==> config.mk <==
export PLATFORM = sky130hd
export DESIGN_NAME = mem_wb_stage
export DESIGN_NICKNAME = d
export VERILOG_FILES = /design/src/rtl/pipe_pkg.sv /design/src/rtl/pipe_entry_reg.sv /design/src/rtl/mem_wb_stage.sv
export SDC_FILE = /design/constraint.sdc
export NUM_CORES = 1
export LEC_CHECK = 0
export BUFFER_PORTS_ARGS = -buffer_cell sky130_fd_sc_hd__buf_2
export CORE_MARGIN = 2
export CORE_UTILIZATION = 60
export CTS_BUF_LIST = sky130_fd_sc_hd__clkbuf_4
export DETAILED_ROUTE_END_ITERATION = 10
export HOLD_SLACK_MARGIN = 0.05
export PLACE_DENSITY = 0.9
export RECOVER_POWER = 100
export SLEW_MARGIN = 20
export SYNTH_ARGS = -nofsm -noshare
export SYNTH_HDL_FRONTEND = slang
export SYNTH_HIERARCHICAL = 1
export SYNTH_SLANG_ARGS = --single-unit
==> constraint.sdc <==
create_clock -name clk_i -period 5.05 [get_ports clk_i]
set_input_delay 1.01 -clock clk_i [delete_from_list [all_inputs] [get_ports clk_i]]
set_output_delay 1.01 -clock clk_i [all_outputs]
set_load 0.01 [all_outputs]
==> src/rtl/pipe_pkg.sv <==
// Shared types and defaults for the MEM/WB pipeline stage.
package pipe_pkg;

   typedef enum logic [1:0] {
      ST_EMPTY = 2'd0,
      ST_ONE   = 2'd1,
      ST_FULL  = 2'd2
   } state_e;

   localparam logic [31:0] NOP_INST_DEF = 32'h0000_0013;

   localparam int WB_REGWRITE = 0;
   localparam int WB_MEMTOREG = 1;

endpackage

==> src/rtl/pipe_entry_reg.sv <==
// One payload register of the stage: load enable, cleared by async reset.
module pipe_entry_reg #(
   parameter int W = 8
) (
   input  logic         clk_i,
   input  logic         rst_i,
   input  logic         ld_i,
   input  logic [W-1:0] d_i,
   output logic [W-1:0] q_o
);

   logic [W-1:0] q_q;

   always_ff @(posedge clk_i or negedge rst_i) begin
      if (!rst_i)    q_q <= '0;
      else if (ld_i) q_q <= d_i;
   end

   assign q_o = q_q;

endmodule

==> src/rtl/mem_wb_stage.sv <==
// MEM/WB stage: valid/ready handshake with a main + skid entry, flush,
// bubble insertion on empty, and a saturating stall-cycle counter.
//
// state    | meaning
// ST_EMPTY | no entry held, outputs show a bubble
// ST_ONE   | main entry valid, skid free, ready_o=1
// ST_FULL  | main and skid both valid, ready_o=0
module mem_wb_stage
   import pipe_pkg::*;
#(
   parameter int                 INST_W   = 32,
   parameter int                 CTRL_W   = 2,
   parameter int                 DATA_W   = 32,
   parameter int                 NUM_DATA = 2,
   parameter logic [INST_W-1:0]  NOP_INST = INST_W'(NOP_INST_DEF),
   parameter int                 CNT_W    = 16
) (
   input  logic                       clk_i,
   input  logic                       rst_i,
   input  logic                       valid_i,
   output logic                       ready_o,
   input  logic [INST_W-1:0]          inst_i,
   input  logic [CTRL_W-1:0]          WB_signal_i,
   input  logic [NUM_DATA*DATA_W-1:0] data_i,
   input  logic                       flush_i,
   output logic                       valid_o,
   input  logic                       ready_i,
   output logic [INST_W-1:0]          inst_o,
   output logic [CTRL_W-1:0]          WB_signal_o,
   output logic [NUM_DATA*DATA_W-1:0] data_o,
   output logic [CNT_W-1:0]           stall_cnt_o
);

   localparam int DW = NUM_DATA * DATA_W;
   localparam int PW = INST_W + CTRL_W + DW;

   state_e          state_q, state_d;
   logic [CNT_W-1:0] cnt_q, cnt_d;
   logic            accept, drain;
   logic            main_ld, skid_ld, skid_to_main;
   logic [PW-1:0]   in_pl, main_in, main_q, skid_q;
   logic [INST_W-1:0] m_inst;
   logic [CTRL_W-1:0] m_wb;
   logic [DW-1:0]     m_data;

   assign valid_o = (state_q != ST_EMPTY);
   assign ready_o = (state_q != ST_FULL);
   assign accept  = valid_i & ready_o;
   assign drain   = valid_o & ready_i;

   always_comb begin
      state_d      = state_q;
      main_ld      = 1'b0;
      skid_ld      = 1'b0;
      skid_to_main = 1'b0;
      case (state_q)
         ST_EMPTY: if (accept) begin
            state_d = ST_ONE;
            main_ld = 1'b1;
         end
         ST_ONE: begin
            if (accept && drain) begin
               main_ld = 1'b1;
            end else if (accept) begin
               state_d = ST_FULL;
               skid_ld = 1'b1;
            end else if (drain) begin
               state_d = ST_EMPTY;
            end
         end
         ST_FULL: if (drain) begin
            state_d      = ST_ONE;
            main_ld      = 1'b1;
            skid_to_main = 1'b1;
         end
         default: state_d = ST_EMPTY;
      endcase
      // Flush wins over everything, including a same-cycle accept.
      if (flush_i) begin
         state_d = ST_EMPTY;
         main_ld = 1'b0;
         skid_ld = 1'b0;
      end
   end

   assign cnt_d = (valid_o && !ready_i && !(&cnt_q)) ? cnt_q + CNT_W'(1) : cnt_q;

   always_ff @(posedge clk_i or negedge rst_i) begin
      if (!rst_i) begin
         state_q <= ST_EMPTY;
         cnt_q   <= '0;
      end else begin
         state_q <= state_d;
         cnt_q   <= cnt_d;
      end
   end

   assign in_pl   = {inst_i, WB_signal_i, data_i};
   assign main_in = skid_to_main ? skid_q : in_pl;

   pipe_entry_reg #(.W(PW)) u_main (
      .clk_i (clk_i),
      .rst_i (rst_i),
      .ld_i  (main_ld),
      .d_i   (main_in),
      .q_o   (main_q)
   );

   pipe_entry_reg #(.W(PW)) u_skid (
      .clk_i (clk_i),
      .rst_i (rst_i),
      .ld_i  (skid_ld),
      .d_i   (in_pl),
      .q_o   (skid_q)
   );

   assign {m_inst, m_wb, m_data} = main_q;

   // Bubble: zero control so an empty stage can never write the register file.
   assign inst_o      = valid_o ? m_inst : NOP_INST;
   assign WB_signal_o = valid_o ? m_wb   : '0;
   assign data_o      = valid_o ? m_data : '0;
   assign stall_cnt_o = cnt_q;

endmodule
======== Yosys cells after proc, flatten, opt, wreduce, memory -nomap -nowiden ========
Cells that the tools add are included.
word-level totals
  flip-flop bits (word level) ............. 214
  input port bits ......................... 103
  output and inout port bits .............. 116
  word-level logic and storage cells ...... 43
cells by class
  $add $sub $neg .......................... 1
  equality and inequality tests ........... 7
  multiplexer cells ....................... 20
  bitwise logic cells ..................... 2
  reductions and logical operators ........ 9
operator list
  cell                                                                    count
  98-bit two-way mux                                                      1
  64-bit two-way mux                                                      1
  32-bit two-way mux                                                      1
  16-bit by 1-bit adder with 16-bit output (second input constant)        1
  16-bit AND reduction                                                    1
  2-bit two-way mux                                                       7
  3-bit inequality test (second input constant)                           3
  1-bit two-way mux                                                       8
  2-bit one-hot mux with 3 select lines                                   1
  4-bit inequality test (second input constant)                           1
  4-bit AND reduction                                                     1
  1-bit logical AND                                                       3
  1-bit one-hot mux with 3 select lines                                   1
  1-bit bitwise AND                                                       2
  2-bit by 1-bit equality test with 1-bit output (second input constant)  1
  2-bit equality test (second input constant)                             1
  1-bit zero test                                                         2
  2-bit zero test                                                         1
  2-bit inequality test (second input constant)                           1
  2-bit nonzero test                                                      1

======== Longest topological paths before layout ========
Gate-level depths: netlist of the first run.
  depth after elaboration ................. 7
  mapped depth ............................ 8

======== Hierarchy ========
The synthesis of the first run kept the hierarchy.
modules (own cells, without submodules)
  module          times used  cells an instance  area an instance (um^2)
  pipe_entry_reg  2           207                3,711.1
  mem_wb_stage    1           309                2,783.9

======== Worst setup path before layout of the first run ========
Ideal clock, no wire load.
  path type ............................... input port to flip-flop
  start ................................... input port ready_i
  end ..................................... register u_main.q_q[95], in the netlist u_main/q_o[95]
  arrival ................................. 2,381 ps
  setup slack ............................. 2,544 ps
  stages on the path ...................... 7
  path buffers ............................ 4
  path through ............................ buf_2 nand3b_1 buf_2 buf_2 buf_2 mux2_2 mux2_2
RTL lines
  element                 line                  source
  start: declaration      mem_wb_stage.sv:27    input logic ready_i,
  1-bit bitwise AND       mem_wb_stage.sv:49    assign drain = valid_o & ready_i;
  1-bit two-way mux       mem_wb_stage.sv:71    ST_FULL: if (drain) begin
  1-bit two-way mux       mem_wb_stage.sv:56    case (state_q)
  98-bit two-way mux      mem_wb_stage.sv:99    assign main_in = skid_to_main ? skid_q : in_pl;
  net main_in[95]         mem_wb_stage.sv:41    logic [PW-1:0] in_pl, main_in, main_q, skid_q;
  end signal: assignment  pipe_entry_reg.sv:16  else if (ld_i) q_q <= d_i;
  end: declaration        pipe_entry_reg.sv:12  logic [W-1:0] q_q;
The timed path passes the listed nets, and every way through them passes these cells.
A chain may end at the register's enable or synchronous reset.

======== Final worst setup path of the first run ========
  start ................................... input port ready_i
  end ..................................... register u_main.q_q[44], in the netlist u_main/q_o[44]
on the way
  cells in the longest elaborated chain, start to end .. 5
RTL lines
  element                                    line                source
  1-bit bitwise AND (*)                      mem_wb_stage.sv:49
  1-bit logical AND                          mem_wb_stage.sv:62  if (accept && drain) begin
  1-bit two-way mux                          mem_wb_stage.sv:62
  1-bit one-hot mux with 3 select lines (*)  mem_wb_stage.sv:56
  1-bit two-way mux (*)                      mem_wb_stage.sv:79  if (flush_i) begin
  net main_ld                                mem_wb_stage.sv:40  logic main_ld, skid_ld, skid_to_main;
Mark *: on every way through the listed nets, which the timed path passes. The rest lies on a longest branch.

==> impl_metrics.py, run 1 <==
metrics = {
    "outcome": {
        "outcome": "finished, violations left",
        "failed_checks": "max-capacitance violations, max-slew violations",
    },
    "logic_synthesis": {
        "synth_edf_count": 0,
        "yosysMostFrequentCell": "mux2_2",
        "syn_inst": 723,
        "seq_area_frac_synth": 0.525,
        "synth_area_sq_um": 10200,
        "synth_top_cell_by_area": "dfrtp_1",
        "yosys-top-cells-count": "mux2_2 (257), dfrtp_1 (214), and2_1 (96)",
        "synth_top_cell_area_share": 0.525,
        "syn_nets": 827,
        "syn_area_per_cell_sq_um": 14.1,
        "synth_warnings": 6,
        "ys_async_sr_fraction": 1.00,
        "ys_ff_latch": 214,
        "ys.flop_type": "dfrtp_1",
        "yosys.cell_types.count": 34,
        "synthTopCellsByArea": "dfrtp_1 (52%), mux2_2 (28%), and2_1 (5.9%)",
    },
    "place": {
        "dpl_cell_area_sq_um": 11400,
        "dp_slack_ns": 2.18,
        "port_buffers": 218,
        "placed_cells": 1121,
        "hpwl_microns": 13300,
        "gp_congestion": 0.733,
    },
    "pwr": {
        "combinationalPowerShare": 0.184,
        "p_switching_mw": 1.28,
        "p_per_area_nw_per_um2": 392,
        "p_int_mw": 3.36,
        "pwr-share-seq": 0.504,
        "power.total_mw": 4.64,
        "p_clk_frac": 0.312,
        "p_sw_frac": 0.276,
        "irDropWorstVdd_mv": 0.319,
        "leakagePower_nw": 5.34,
    },
    "clocking": {
        "clk_latency_ns": 0.67,
        "root_buffer": "clkbuf_4",
        "cts_buffers": 56,
        "htreeDepth": 2,
        "postCtsHoldBufs": 0,
        "clockBufferDepth": 3,
        "post-cts-setup-buffers": 0,
        "clkSlewWorstSetupHoldPaths_ns": 0.06,
        "cts_num_sinks": 214,
        "cts_tree": "done",
        "cts-resized-gates": 0,
    },
    "routing": {
        "antenna_left": 0,
        "firstDrtPassIters": 4,
        "vias": 6588,
        "routed_wl_microns": 21000,
        "drt_iter0_drc": 258,
        "wire_per_inst_microns": 17.2,
        "drc_errors": 0,
        "via_per_inst": 5.38,
    },
    "final_layout": {
        "utilization": 0.713,
        "fin_nets": 1064,
        "fill_cells": 1187,
        "fin_cells": 1224,
        "final_area_sq_um": 11800,
        "drive_gt1_frac": 0.483,
        "syn_to_final_growth_pct": 15.9,
    },
    "worst_hold_path": {
        "hold_path_class": "register to register",
    },
    "grt": {
        "first_global_vias": 6983,
        "grt_first_pass_wirelength_microns": 33900,
        "use_met3": 0.0722,
        "busiest_layer": "met2",
        "antenna_found_initial": 2,
        "met2_usage": 0.388,
        "grt_max_degree": 122,
        "track_usage": 0.234,
        "overflow": 0,
        "use_met1": 0.294,
    },
    "sta": {
        "fin_tns_setup_ns": 0,
        "layout_setup_ws_ns": 1.48,
        "rsz0062_at_grt": "no",
        "maxSlewHeadroom": -0.782,
        "finalCriticalPeriod_ns": 3.57,
        "max_freq_mhz": 280,
        "clock_skew_ns": 0.0625,
        "slew_viol_final": 181,
        "hold_ws_ns": 0.488,
        "hold_viol_final": 0,
        "final-setup-viol-count": 0,
        "fin_crit_sh": 0.706,
        "worstMarginPinSlew_ns": 2.67,
    },
    "floorplan": {
        "rows": 47,
        "fp.dieH_microns": 134,
        "die_area_sq_um": 18100,
        "pin_count": 219,
        "dieWidth_microns": 134,
        "core-area_sq_um": 16600,
        "start_util": 0.615,
    },
    "critical_path": {
        "worstPathArrival_ns": 4.08,
        "path_max_fanout": 46,
        "path_class": "primary input to register",
        "critPathLaunchType": "primary input",
        "required_ns": 5.56,
        "critPathCaptureType": "register",
    },
    "job": {
        "drv_cap": 3,
    },
}
state kept, by name, indices dropped and copies added (netlist names):
name	cells
state_q	2
u_main/q_o	98
u_skid/q_o	98
stall_cnt_o	16
power groups by stage:
stage	Sequential (mW)	Clock, mW	Combinational, mW
floorplan	2.31	0	0.660
global placement	2.34	0	0.898
detailed placement	2.37	0	0.936
CTS	2.35	1.50	0.943
global route	2.40	1.58	0.933
finish	2.34	1.45	0.853
final timing paths:
kind / start / endpoint / slack (ns) / cells past startpoint
worst max-delay path: ready_i / u_main/q_o[44]$_DFFE_PN0P_ / 1.48 / 6
worst min register to register: u_skid/q_o[83]$_DFFE_PN0P_ / u_skid/q_o[83]$_DFFE_PN0P_ / 0.49 / 1
min in group asynchronous: rst_i / u_skid/q_o[85]$_DFFE_PN0P_ / 0.99 / 1
worst max register to register: state_q[1]$_DFFE_PN0P_ / u_skid/q_o[63]$_DFFE_PN0P_ / 1.56 / 5
worst min-delay path: u_skid/q_o[83]$_DFFE_PN0P_ / u_skid/q_o[83]$_DFFE_PN0P_ / 0.49 / 1
max in group asynchronous: rst_i / u_skid/q_o[37]$_DFFE_PN0P_ / 2.72 / 2
kinds of logic after synthesis:
logic type,share of synthesized area
DFF,0.525
buffers and inverters,0.0261
adders and majority gates,0.00123
muxes,0.342
xor gates and xnor gates,0.0103
AOI/OAI and AO/OA,0.00613
and+or+nand+nor,0.0891
layout make-up:
cell class | instances | area, sq um | share of cell area
Antenna cell | 1 | 2.50 | 0.000212
Sequential cell | 214 | 5360 | 0.453
Timing Repair Buffer | 225 | 1060 | 0.0897
Clock buffer | 76 | 571 | 0.0482
Multi-Input combinational cell | 463 | 4440 | 0.375
Tap cell | 220 | 275 | 0.0233
Clock inverter | 25 | 129 | 0.0109
placed cells by master (no fill, tap or decap), types with 2 or more instances in the layout:
| cell type | n |
|---|---|
| nor4_1 | 2 |
| buf_2 | 133 |
| nand3_1 | 3 |
| mux2_2 | 255 |
| clkbuf_2 | 2 |
| nand2_1 | 7 |
| and2_1 | 63 |
| dfrtp_1 | 214 |
| and4_1 | 2 |
| nor2b_1 | 2 |
| xor2_1 | 5 |
| mux2_1 | 39 |
| clkbuf_1 | 86 |
| nor2_1 | 3 |
| a21oi_1 | 2 |
| nor3_1 | 4 |
| and3_1 | 3 |
| clkinv_2 | 3 |
| nand2b_1 | 5 |
| mux2_4 | 3 |
| clkinv_1 | 18 |
| and2_0 | 34 |
| clkbuf_4 | 76 |
| o21bai_1 | 2 |
| inv_2 | 2 |
| xnor2_1 | 7 |
| nand4_1 | 11 |
| buf_4 | 2 |
critical path, stage by stage:
cell      delay (ns)
clkbuf_1        0.25
and2_0          0.17
o21bai_1        0.11
a21oi_4         0.15
clkbuf_1        1.88
mux2_2          0.48
per-layer routing:
layer | vias to the layer above | routed length (microns)
met5 | - | 16
met4 | 2 | 375
met3 | 36 | 1490
met2 | 196 | 10400
met1 | 3288 | 8700
li1 | 3066 | -
(Power assumes the default switching activity.)
==> run 2, diff against run 1 <==
--- a/config.mk
+++ b/config.mk
@@ -7,11 +7,11 @@
 export LEC_CHECK = 0
 export BUFFER_PORTS_ARGS = -buffer_cell sky130_fd_sc_hd__buf_2
 export CORE_MARGIN = 2
-export CORE_UTILIZATION = 60
+export CORE_UTILIZATION = 57
 export CTS_BUF_LIST = sky130_fd_sc_hd__clkbuf_4
 export DETAILED_ROUTE_END_ITERATION = 10
 export HOLD_SLACK_MARGIN = 0.05
-export PLACE_DENSITY = 0.9
+export PLACE_DENSITY = 0.86
 export RECOVER_POWER = 100
 export SLEW_MARGIN = 20
 export SYNTH_ARGS = -nofsm -noshare
==> constraint.sdc (replaced) <==
create_clock -name clk_i -period 3.45 [get_ports clk_i]
set_input_delay 0.69 -clock clk_i [delete_from_list [all_inputs] [get_ports clk_i]]
set_output_delay 0.69 -clock clk_i [all_outputs]
set_load 0.01 [all_outputs]
==> run 2 against run 1 <==
  * Worst hold slack got worse by 0.21 ns
  * The run still ends with max-capacitance violations, max-slew violations left
  * Register-to-register slack worse by 0.79 ns
  * Via count grew 0.56%
  * Clock-buffer cell count rose by 7
  * Utilization fell by 3.2 points
  * First-iteration DRC count fell by 21%
  * Critical path type is now register to primary output
==> impl_metrics.py, run 2 (synthesized netlist as in run 1, its figures left out) <==
metrics = {
    "routing": {
        "firstDrtPassIters": 4,
        "vias": 6625,
        "antenna_left": 0,
        "drt_iter0_drc": 205,
        "routed_wl_microns": 21200,
        "wire_per_inst_microns": 17.2,
        "drc_errors": 0,
        "via_per_inst": 5.39,
    },
    "grt": {
        "track_usage": 0.222,
        "first_global_vias": 6958,
        "overflow": 0,
        "grt_max_degree": 100,
        "antenna_found_initial": 5,
        "grt_first_pass_wirelength_microns": 33600,
    },
    "place": {
        "hpwl_microns": 13900,
        "placed_cells": 1132,
        "gp_congestion": 0.795,
        "port_buffers": 218,
    },
    "clocking": {
        "htreeDepth": 2,
        "cts_num_sinks": 214,
        "clockBufferDepth": 3,
        "clk_latency_ns": 0.65,
        "cts-resized-gates": 0,
        "post-cts-setup-buffers": 0,
        "cts_tree": "done",
        "root_buffer": "clkbuf_4",
        "postCtsHoldBufs": 0,
        "clkSlewWorstSetupHoldPaths_ns": 0.07,
        "cts_buffers": 55,
    },
    "final_layout": {
        "utilization": 0.681,
        "final_cell_mix": "mux2_2 (257), dfrtp_1 (214), buf_2 (150)",
        "seqCellArea_sq_um": 5360,
        "fill_cells": 1369,
        "drive_gt1_frac": 0.513,
        "multiInputGateArea_sq_um": 4420,
        "syn_to_final_growth_pct": 16.3,
        "fin_nets": 1068,
        "final_common_cell": "mux2_2",
        "fin_cells": 1230,
    },
    "floorplan": {
        "die_area_sq_um": 19000,
        "pin_count": 219,
        "core-area_sq_um": 17400,
        "start_util": 0.586,
        "dieWidth_microns": 138,
        "rows": 48,
        "fp.dieH_microns": 138,
    },
    "critical_path": {
        "cpPeakStageDelay_ns": 0.54,
        "path_class": "register to primary output",
        "path_buf_inv": 2,
        "crit_family": "simple AND/OR/NAND/NOR gates",
        "worstPathArrival_ns": 2.30,
        "critPathLaunchType": "register",
        "critPathCaptureType": "primary output",
        "path_cells": "or2_2 > buf_4 > and2_0 > buf_2",
        "slowest_stage": "or2_2",
        "path_max_fanout": 26,
        "required_ns": 2.76,
    },
    "worst_hold_path": {
        "hold_path_class": "primary input to register",
    },
    "sta": {
        "final-setup-viol-count": 0,
        "hold_viol_final": 0,
        "rsz0062_at_grt": "no",
        "maxSlewHeadroom": -0.695,
        "finalCriticalPeriod_ns": 2.99,
        "fin_tns_setup_ns": 0,
        "fin_crit_sh": 0.868,
        "worstMarginPinSlew_ns": 2.54,
        "clock_skew_ns": 0.0397,
        "max_freq_mhz": 334,
        "slew_viol_final": 98,
    },
    "job": {
        "drv_cap": 1,
    },
    "pwr": {
        "irDropWorstVdd_mv": 0.360,
        "leakagePower_nw": 5.41,
        "p_per_area_nw_per_um2": 569,
    },
    "outcome": {
        "outcome": "finished, violations left",
        "failed_checks": "max-capacitance violations, max-slew violations",
    },
}
-- run 2: cell count changes in the layout (fill, tap and decap cells not counted), sizes merged --
| cell | delta |
|---|---|
| bufinv | -1 |
| clkbuf | -7 |
| inv | +1 |
| buf | +19 |
| clkinv | -13 |
| diode | +2 |
-- run 2: power by group --
part           switching (mW)  internal (mW)
combinational           0.549          0.712
clock                   0.984           1.09
sequential              0.309           3.11
-- run 2: cell type report --
class	instances	area share
antenna	3	0.000633
clock buffer	83	0.0525
clock inverter	12	0.00401
multi-input combinational	463	0.372
sequential	214	0.451
tap	225	0.0237
timing repair buffer	230	0.0954
-- run 2: per-stage QoR --
| step | hold slack [ns] | instance area (sq um) | worst slack, ns | power (mW) |
|---|---|---|---|---|
| after floorplan | 0.394 | 10200 | 1.26 | 4.35 |
| after global routing | 0.235 | 11900 | 0.283 | 7.16 |
| after CTS | 0.122 | 12200 | 0.403 | 6.98 |
| after global placement | 0.480 | 11500 | 0.982 | 4.77 |
| final | 0.282 | 11900 | 0.457 | 6.75 |
| after detailed placement | 0.488 | 11500 | 0.940 | 4.87 |
-- run 2: worst paths after layout --
check	startpoint	end	slack (ns)	cells after the start
setup / recovery	state_q[0]$_DFFE_PN0P_	data_o[45]	0.46	4
setup reg to reg	state_q[1]$_DFFE_PN0P_	u_skid/q_o[59]$_DFFE_PN0P_	0.77	5
hold / removal	data_i[21]	u_skid/q_o[21]$_DFFE_PN0P_	0.28	2
hold reg to reg	u_main/q_o[89]$_DFFE_PN0P_	u_main/q_o[89]$_DFFE_PN0P_	0.49	1
max in group asynchronous	rst_i	u_main/q_o[53]$_DFFE_PN0P_	0.95	2
min in group asynchronous	rst_i	u_skid/q_o[18]$_DFFE_PN0P_	0.83	1
-- run 2: per-layer routing --
| metal | track usage | wire, microns | up-vias |
|---|---|---|---|
| li1 | - | - | 3057 |
| met1 | 0.268 | 8730 | 3339 |
| met2 | 0.376 | 10400 | 182 |
| met3 | 0.0758 | 1610 | 43 |
| met4 | 0.0714 | 379 | 4 |
| met5 | 0 | 26 | - |
